[src/rtl/mips_multicycle_control_pkg.sv]
// Shared encodings for the multicycle MIPS control path: FSM state codes,
// ALU-control op codes, opcode constants and datapath mux selects. The
// ALU-control block imports the same package so both agree on alu_op.
package mips_multicycle_control_pkg;

    typedef enum logic [3:0] {
        S_FETCH   = 4'd0,
        S_DECODE  = 4'd1,
        S_MEM_ADR = 4'd2,
        S_MEM_RD  = 4'd3,
        S_MEM_WB  = 4'd4,
        S_MEM_WR  = 4'd5,
        S_R_EX    = 4'd6,
        S_R_WB    = 4'd7,
        S_BRANCH  = 4'd8,
        S_I_EX    = 4'd9,
        S_I_WB    = 4'd10,
        S_JUMP    = 4'd11
    } state_t;

    // alu_op: what ALU control should make the ALU do
    localparam logic [2:0] ALU_OP_FUNCT = 3'b000;  // decode from funct/opcode
    localparam logic [2:0] ALU_OP_SUB   = 3'b010;  // branch compare
    localparam logic [2:0] ALU_OP_ADD   = 3'b100;  // address / PC arithmetic

    localparam logic [5:0] OP_RTYPE = 6'b000000;
    localparam logic [5:0] OP_J     = 6'b000010;
    localparam logic [5:0] OP_BEQ   = 6'b000100;
    localparam logic [5:0] OP_BNE   = 6'b000101;
    localparam logic [5:0] OP_ADDI  = 6'b001000;
    localparam logic [5:0] OP_SLTI  = 6'b001010;
    localparam logic [5:0] OP_ANDI  = 6'b001100;
    localparam logic [5:0] OP_ORI   = 6'b001101;
    localparam logic [5:0] OP_XORI  = 6'b001110;
    localparam logic [5:0] OP_LW    = 6'b100011;
    localparam logic [5:0] OP_SW    = 6'b101011;

    localparam logic [1:0] SRC_B_REG     = 2'b00;
    localparam logic [1:0] SRC_B_FOUR    = 2'b01;
    localparam logic [1:0] SRC_B_IMM     = 2'b10;
    localparam logic [1:0] SRC_B_IMM_SH2 = 2'b11;

    localparam logic [1:0] PC_SRC_ALU    = 2'b00;
    localparam logic [1:0] PC_SRC_ALUOUT = 2'b01;
    localparam logic [1:0] PC_SRC_JUMP   = 2'b10;

    // State entered after DECODE for a given opcode; FETCH marks an
    // unsupported opcode.
    function automatic state_t decode_dispatch(input logic [5:0] opcode);
        case (opcode)
            OP_LW, OP_SW:                               return S_MEM_ADR;
            OP_RTYPE:                                   return S_R_EX;
            OP_BEQ, OP_BNE:                             return S_BRANCH;
            OP_ADDI, OP_SLTI, OP_ANDI, OP_ORI, OP_XORI: return S_I_EX;
            OP_J:                                       return S_JUMP;
            default:                                    return S_FETCH;
        endcase
    endfunction

endpackage

[src/rtl/mips_multicycle_control.sv]
// Multicycle MIPS main control FSM (Moore). Outputs are decoded from the
// current state; pc_en additionally follows zero in BRANCH, and FETCH
// strobes ir_write/pc_en only in the cycle memory returns the word.
module mips_multicycle_control
    import mips_multicycle_control_pkg::*;
(
    input  logic       clk,
    input  logic       rst,
    input  logic [5:0] opcode,
    input  logic       zero,
    input  logic       mem_ready,
    output logic       ir_write,
    output logic       mem_read,
    output logic       mem_write,
    output logic       iord,
    output logic       reg_write,
    output logic       reg_dst,
    output logic       mem_to_reg,
    output logic       alu_src_a,
    output logic       pc_en,
    output logic       f_sel,
    output logic       illegal,
    output logic [1:0] alu_src_b,
    output logic [1:0] pc_src,
    output logic [2:0] alu_op,
    output logic [3:0] state
);

    state_t r_state;
    state_t w_next_state;

    // Next-state selection from current state, opcode and memory handshake
    always_comb begin
        // NOTE: every variable assigned in always_comb gets a default first so no latch is inferred.
        w_next_state = S_FETCH;
        case (r_state)
            S_FETCH:   w_next_state = mem_ready ? S_DECODE : S_FETCH;
            S_DECODE:  w_next_state = decode_dispatch(opcode);
            S_MEM_ADR: w_next_state = (opcode == OP_LW) ? S_MEM_RD : S_MEM_WR;
            S_MEM_RD:  w_next_state = mem_ready ? S_MEM_WB : S_MEM_RD;
            S_MEM_WR:  w_next_state = mem_ready ? S_FETCH : S_MEM_WR;
            S_R_EX:    w_next_state = S_R_WB;
            S_I_EX:    w_next_state = S_I_WB;
            default:   w_next_state = S_FETCH;  // WB/BRANCH/JUMP and unused codes
        endcase
    end

    // State register; synchronous reset wins over any pending transition
    always_ff @(posedge clk) begin
        // NOTE: sequential state uses non-blocking assignment so all flops update together at the edge.
        if (rst) r_state <= S_FETCH;
        else     r_state <= w_next_state;
    end

    // Output decoder; everything is held low while reset is asserted
    always_comb begin
        ir_write   = 1'b0;
        mem_read   = 1'b0;
        mem_write  = 1'b0;
        iord       = 1'b0;
        reg_write  = 1'b0;
        reg_dst    = 1'b0;
        mem_to_reg = 1'b0;
        alu_src_a  = 1'b0;
        pc_en      = 1'b0;
        f_sel      = 1'b0;
        illegal    = 1'b0;
        alu_src_b  = SRC_B_REG;
        pc_src     = PC_SRC_ALU;
        alu_op     = ALU_OP_FUNCT;
        state      = 4'd0;
        if (!rst) begin
            state = r_state;
            case (r_state)
                S_FETCH: begin
                    mem_read  = 1'b1;
                    alu_src_b = SRC_B_FOUR;
                    alu_op    = ALU_OP_ADD;
                    ir_write  = mem_ready;
                    pc_en     = mem_ready;
                end
                S_DECODE: begin
                    alu_src_b = SRC_B_IMM_SH2;  // branch target precompute
                    alu_op    = ALU_OP_ADD;
                    illegal   = (decode_dispatch(opcode) == S_FETCH);
                end
                S_MEM_ADR: begin
                    alu_src_a = 1'b1;
                    alu_src_b = SRC_B_IMM;
                    alu_op    = ALU_OP_ADD;
                end
                S_MEM_RD: begin
                    mem_read = 1'b1;
                    iord     = 1'b1;
                end
                S_MEM_WB: begin
                    reg_write  = 1'b1;
                    mem_to_reg = 1'b1;
                end
                S_MEM_WR: begin
                    mem_write = 1'b1;
                    iord      = 1'b1;
                end
                S_R_EX: begin
                    alu_src_a = 1'b1;
                    alu_src_b = SRC_B_REG;
                    alu_op    = ALU_OP_FUNCT;
                end
                S_R_WB: begin
                    reg_write = 1'b1;
                    reg_dst   = 1'b1;
                end
                S_BRANCH: begin
                    alu_src_a = 1'b1;
                    alu_src_b = SRC_B_REG;
                    alu_op    = ALU_OP_SUB;
                    pc_src    = PC_SRC_ALUOUT;
                    pc_en     = (opcode == OP_BEQ) ? zero : ~zero;
                end
                S_I_EX: begin
                    alu_src_a = 1'b1;
                    alu_src_b = SRC_B_IMM;
                    alu_op    = ALU_OP_FUNCT;
                    f_sel     = 1'b1;
                end
                S_I_WB: begin
                    reg_write = 1'b1;
                end
                S_JUMP: begin
                    pc_src = PC_SRC_JUMP;
                    pc_en  = 1'b1;
                end
                default: ;
            endcase
        end
    end

endmodule

[config.mk]
export PLATFORM = sky130hd
export DESIGN_NAME = mips_multicycle_control
export DESIGN_NICKNAME = d
export VERILOG_FILES = /design/src/rtl/mips_multicycle_control_pkg.sv /design/src/rtl/mips_multicycle_control.sv
export SDC_FILE = /design/constraint.sdc
export NUM_CORES = 1
export LEC_CHECK = 0
export CORE_MARGIN = 10
export CORE_UTILIZATION = 40
export DETAILED_ROUTE_END_ITERATION = 10
export PLACE_DENSITY_LB_ADDON = 0.3
export SYNTH_ARGS = -nofsm -noshare
export SYNTH_HDL_FRONTEND = slang
export SYNTH_SLANG_ARGS = --single-unit
[constraint.sdc]
create_clock -name clk -period 1.6 [get_ports clk]
set_clock_uncertainty 0.15 [all_clocks]
set_input_delay 0.32 -clock clk [delete_from_list [all_inputs] [get_ports clk]]
set_output_delay 0.32 -clock clk [all_outputs]
set_load 0.02 [all_outputs]
==> key figures, run 1 <==
Run status
  – Run status: aborted with a tool error
  – Stage reached: 5_1_grt
  – Halt Reason: [ERROR DPL-0033] detailed placement checks failed during check placement.

Clocking
  – Clk root buf: clkbuf_4
  – Maximum level of the CTS H-tree: 1
  – Number of sinks driven by the clock tree: 4
  – Clock Tree Buf Depth: 2
  – Number of buffers inserted for hold repair after clock tree synthesis: 0
  – Total CTS buffers: 3

STA
  – Worst setup endpoint after the global-route repair_timing: illegal
  – Worst endpoint type: primary output

Floorplanning
  – IO Pins: 32
  – Starting density of the core: 0.433
  – Horizontal extent of the die: 61.1 um
  – Die height: between 60 and 70 um
  – Rows: 14

Synth
  – Number of distinct library cells after synthesis: 40
  – Mean instance size in the synthesized netlist: 7.27 um^2
  – Summed instance area of the synthesized netlist: a little under 700 um^2
  – Share of synthesized area occupied by flip-flops and latches: 0.119
  – Number of nets produced by synthesis: ~100
  – Yosys reg bits: 4
  – Cell count after synthesis: 93
  – Yosys Warn Count: 0

Global route
  – Largest net degree at the start of global routing: 14
  – Number of antenna violations at the first check in global routing: 0

Placed design
  – HPWL after detailed placement: 2.14 mm
  – Placed Cells incl. Taps: roughly 160
  – Post-Place Worst Slack: -1040 ps
  – Final weighted congestion of routability-driven global placement: around 0.85
  – # port buffers: 30
-- logic make-up after synthesis --
kind of cell	after synthesis	synth area share
xor+xnor	2	0.0259
compound gates	24	0.246
flops	4	0.119
other cells	1	0.00555
simple gates	52	0.504
buf+inv	10	0.100
-- cell usage after synthesis, drive strengths merged --
cell     number  area [um^2]
nor3          3         25.0
o31ai         1         7.51
o21bai        2         15.0
a21o          1         7.51
nor3b         3         22.5
o311ai        1         8.76
a22o          1         8.76
and4          1         8.76
nand4b        2         17.5
a31oi         2         12.5
nor4          1         6.26
dfxtp         4         80.1
nand2b        6         52.6
or3           1         11.3
and3          2         12.5
nor2         13         48.8
and2b         2         15.0
nand3b        2         15.0
o21ai         5         25.0
nand2         4         15.0
a2111oi       1         15.0
nand3         4         20.0
conb          1         3.75
and2          1         6.26
inv           2         7.51
nor2b         5         33.8
clkbuf        1         3.75
a21oi         7         42.5
a2bb2oi       1         8.76
buf           7         56.3
a21boi        2         15.0
nor4b         2         30.0
xor2          2         17.5
-- through the flow --
step                instance area [um^2]  hold WS (ps)
CTS                                 1360           307
global placement                    1230           562
floorplan                            731           369
detailed placement                  1230           567
-- what timing repair did --
item                                    CTS
endpoints found under the setup margin   25
buffers inserted                          7
pin swaps                                 9
resized for setup                       149
==> run 2, diff against run 1 <==
--- a/config.mk
+++ b/config.mk
@@ -5,10 +5,10 @@
 export SDC_FILE = /design/constraint.sdc
 export NUM_CORES = 1
 export LEC_CHECK = 0
-export CORE_MARGIN = 10
-export CORE_UTILIZATION = 40
+export CORE_AREA = 10 10 71 73
 export DETAILED_ROUTE_END_ITERATION = 10
-export PLACE_DENSITY_LB_ADDON = 0.3
+export DIE_AREA = 0 0 81 83
+export PLACE_DENSITY_LB_ADDON = 0.15
 export SYNTH_ARGS = -nofsm -noshare
 export SYNTH_HDL_FRONTEND = slang
 export SYNTH_SLANG_ARGS = --single-unit
==> run 2 against run 1 <==
  * The flow now finishes, with violations (setup timing)
  * Synthesized cell count stayed put
  * Area after synthesis stayed put
==> key figures, run 2 <==
Synth
  – Number of distinct library cells after synthesis: 40 (unchanged)
  – Fraction of the mapped netlist area in adder cells: 0 (unchanged)
  – Most instantiated flip-flop cell in the synthesis netlist: dfxtp_1
  – Cell count after synthesis: 93 (unchanged)
  – Largest family of logic cells by synthesized area: simple AND/OR/NAND/NOR gates
  – Top-count cell post-synth: nor2_1
  – Mean instance size in the synthesized netlist: 7.27 um^2 (unchanged)
  – Share of async-settable or async-resettable flops after synthesis: 0 (unchanged)
  – Compound-cell area share of the yosys netlist: 0.246 (unchanged)
  – Leading post-synthesis cells by cell area: dfxtp_1 12%, nor2_1 7.2%, buf_6 5.0%
  – Yosys Warn Count: 0 (unchanged)
  – Portion of synthesized cell area occupied by the leading cell type: 0.119 (unchanged)
  – Number of nets produced by synthesis: 103 (unchanged)
  – Library cell with the largest summed area after synthesis: dfxtp_1
  – Area share of and/or/nand/nor cells after synthesis: 0.504 (unchanged)
  – Number of synthesized flops with an enable pin: 0 (unchanged)
  – Share of synthesized area occupied by flip-flops and latches: 0.119 (unchanged)
  – Synth Area in XOR/XNOR: 0.0259 (unchanged)
  – Yosys reg bits: 4 (unchanged)
  – Proportion of synthesized area in mux cells: 0 (unchanged)
  – Most frequent cells after synthesis: 13 x nor2_1, 5 x a21oi_1
  – Summed instance area of the synthesized netlist: 676 um^2 (unchanged)

Drt
  – Final Routed Wirelength: approximately 2.8 mm
  – Drt drc: 0
  – Routed WL per cell: 13.4 um
  – Detail Route Antenna Nets: 0
  – Vias per inst: approximately 4.4
  – Starting DRT DRC Count: 25
  – Drt first pass iters: 3
  – Vias post-DR: 943

STA
  – Period minus WS final: 1860 ps
  – Fin crit share: 1.16
  – Slew Limit Fails: 0
  – Final count of negative-setup-slack endpoints: 17
  – Sum of negative setup slack: -2340 ps
  – F_max: 539 MHz
  – Unrepaired setup endpoints after global routing: true
  – Final hold violation count: 0
  – Setup ws final: -256 ps

Global route
  – GRT overflow: 0
  – First-pass GRT wire length: between 4 and 5 mm
  – Number of global-route vias before repair: 1012
  – Largest net degree at the start of global routing: 10
  – Number of antenna violations at the first check in global routing: 0
  – Total routing resource utilization after global routing: 0.0801

Placed design
  – Final weighted congestion of routability-driven global placement: 0.760 (-11%)
  – # port buffers: 30 (unchanged)
  – HPWL after detailed placement: 2.21 mm (+3.3%)

Critical path
  – Reg-to-reg slack, setup: approximately 80 ps
  – R2R Path End: r_state[2]
  – Worst setup path start: r_state[2]
  – Element type at the critical path end: output port
  – Crit path DAT: between 1000 and 1500 ps
  – Number of cell instances on the worst register-to-register path: 6
  – Max FO, Critical Path: 5
  – Worst setup path endpoint: illegal
  – Type of origin of the critical path: flip-flop
  – Critical Path RT: 1130 ps
  – Critical Setup Path Class: flip-flop to output port
  – R2r startpoint: r_state[1]

Run status
  – Run status: complete, but fails checks
  – Violated checks: setup timing

Clocking
  – Total CTS buffers: 3 (unchanged)
  – Worst-Skew Late Latency: roughly 220 ps
  – Number of buffers inserted for hold repair after clock tree synthesis: 0 (unchanged)
  – Post-CTS clock slew at the launch and capture registers of the worst setup and hold paths: 30 ps
  – Clock Tree Buf Depth: 2 (unchanged)
  – Maximum level of the CTS H-tree: 1 (unchanged)
  – Clk root buf: clkbuf_8
  – TritonCTS clock tree: yes
  – Number of sinks driven by the clock tree: 4 (unchanged)

Floorplanning
  – Die height: 83 um (+36%)
  – Starting density of the core: 0.186 (-0.247)
  – Horizontal extent of the die: 81 um (+33%)
  – Die outline area: between 6000 and 7000 um^2
  – Rows: 22 (+8)
  – Core box area: roughly 3600 um^2
  – IO Pins: 32 (unchanged)

Cells and area
  – Total inserted antenna cells: 0
  – Biggest regs: r_state: 4 flops
  – Most common cell after layout, fill and taps aside: buf_4
  – Final Net Count: between 150 and 200
  – Final core occ: 0.435
  – Max reg flops: 4
  – Fraction of layout instances using a drive strength above 1: 0.707
  – Area growth syn-to-layout: 134%
  – Register with the highest flop count: r_state
  – Most frequent cells in the layout: 43 x buf_4, 22 x buf_6, 5 x nor2_1, 5 x nor2_4, 5 x buf_2

Pwr
  – Lkg Pwr: 0.000686 uW
  – Power per Cell Area: 355 nW/um^2
  – Maximum ir drop on the vdd rail: between 100 and 150 uV

Flow run
  – Number of max-cap violations: 0

Hold path
  – Worst min path class: primary input to flip-flop
[run 2: cell counts after synthesis]
No cell type changed its count.
[run 2: worst min path at each step]
stage / startpoint / end / slack [ps] / depth (start not counted)
finish: opcode[3] / r_state[2] / 460 / 5
global route: opcode[3] / r_state[2] / 490 / 5
CTS: opcode[0] / r_state[2] / 470 / 5
detailed placement: r_state[2] / r_state[3] / 600 / 2
global placement: r_state[2] / r_state[3] / 610 / 2
floorplan: rst / r_state[3] / 370 / 2
[run 2: timing repair]
item | in CTS | in global routing
resized for setup | 168 | 22
setup endpoints to repair | 25 | 22
buffers inserted | 6 | 3
pin swaps | 8 | 7
[run 2: through the flow]
| step | instance area (um^2) | std cells | power [uW] | worst slack (ps) | hold slack, ps |
|---|---|---|---|---|---|
| 2_1_floorplan | 731 | 93 | 213 | -60.9 | 369 |
| 3_3_place_gp | 1300 | 200 | 321 | -1040 | 610 |
| 3_5_place_dp | 1300 | 200 | 320 | -1080 | 598 |
| 4_1_cts | 1490 | 209 | 549 | -274 | 468 |
| 5_1_grt | 1580 | 212 | 591 | -299 | 490 |
| 6_report | 1580 | 212 | 561 | -256 | 457 |
[run 2: layout make-up]
cell class,instances,area [um^2]
Clock buffer,3,41.3
Fill cell,395,2050
Inverter,2,10.0
Multi-Input combinational cell,79,723
Sequential cell,4,95.1
Tap cell,48,60.1
Timing Repair Buffer,76,652
[run 2: power by group]
group	internal [uW]	switching [uW]
Combinational	130	117
Clock	160	49.5
Sequential	98.4	5.75
[run 2: kinds of logic (layout without fill, tap and decap cells)]
kind of cell | after synthesis | count (layout)
AOI/OAI and AO/OA | 24 | 24
xor gates and xnor gates | 2 | 2
buffers and inverters | 10 | 81
DFF | 4 | 4
other | 1 | 1
and+or+nand+nor | 52 | 52
[run 2: critical path, stage by stage (launching register included)]
cell and delay [ps]:
dfxtp_4 340, or3_4 430, nor4b_4 220, buf_4 180
[run 2: metal layers]
metal,global-route usage,routed length [um]
met2,0.139,1550
met3,0.0119,94
met5,0,0
met1,0.0949,1190
met4,0.0282,7
Power figures use the tool's default switching activity.
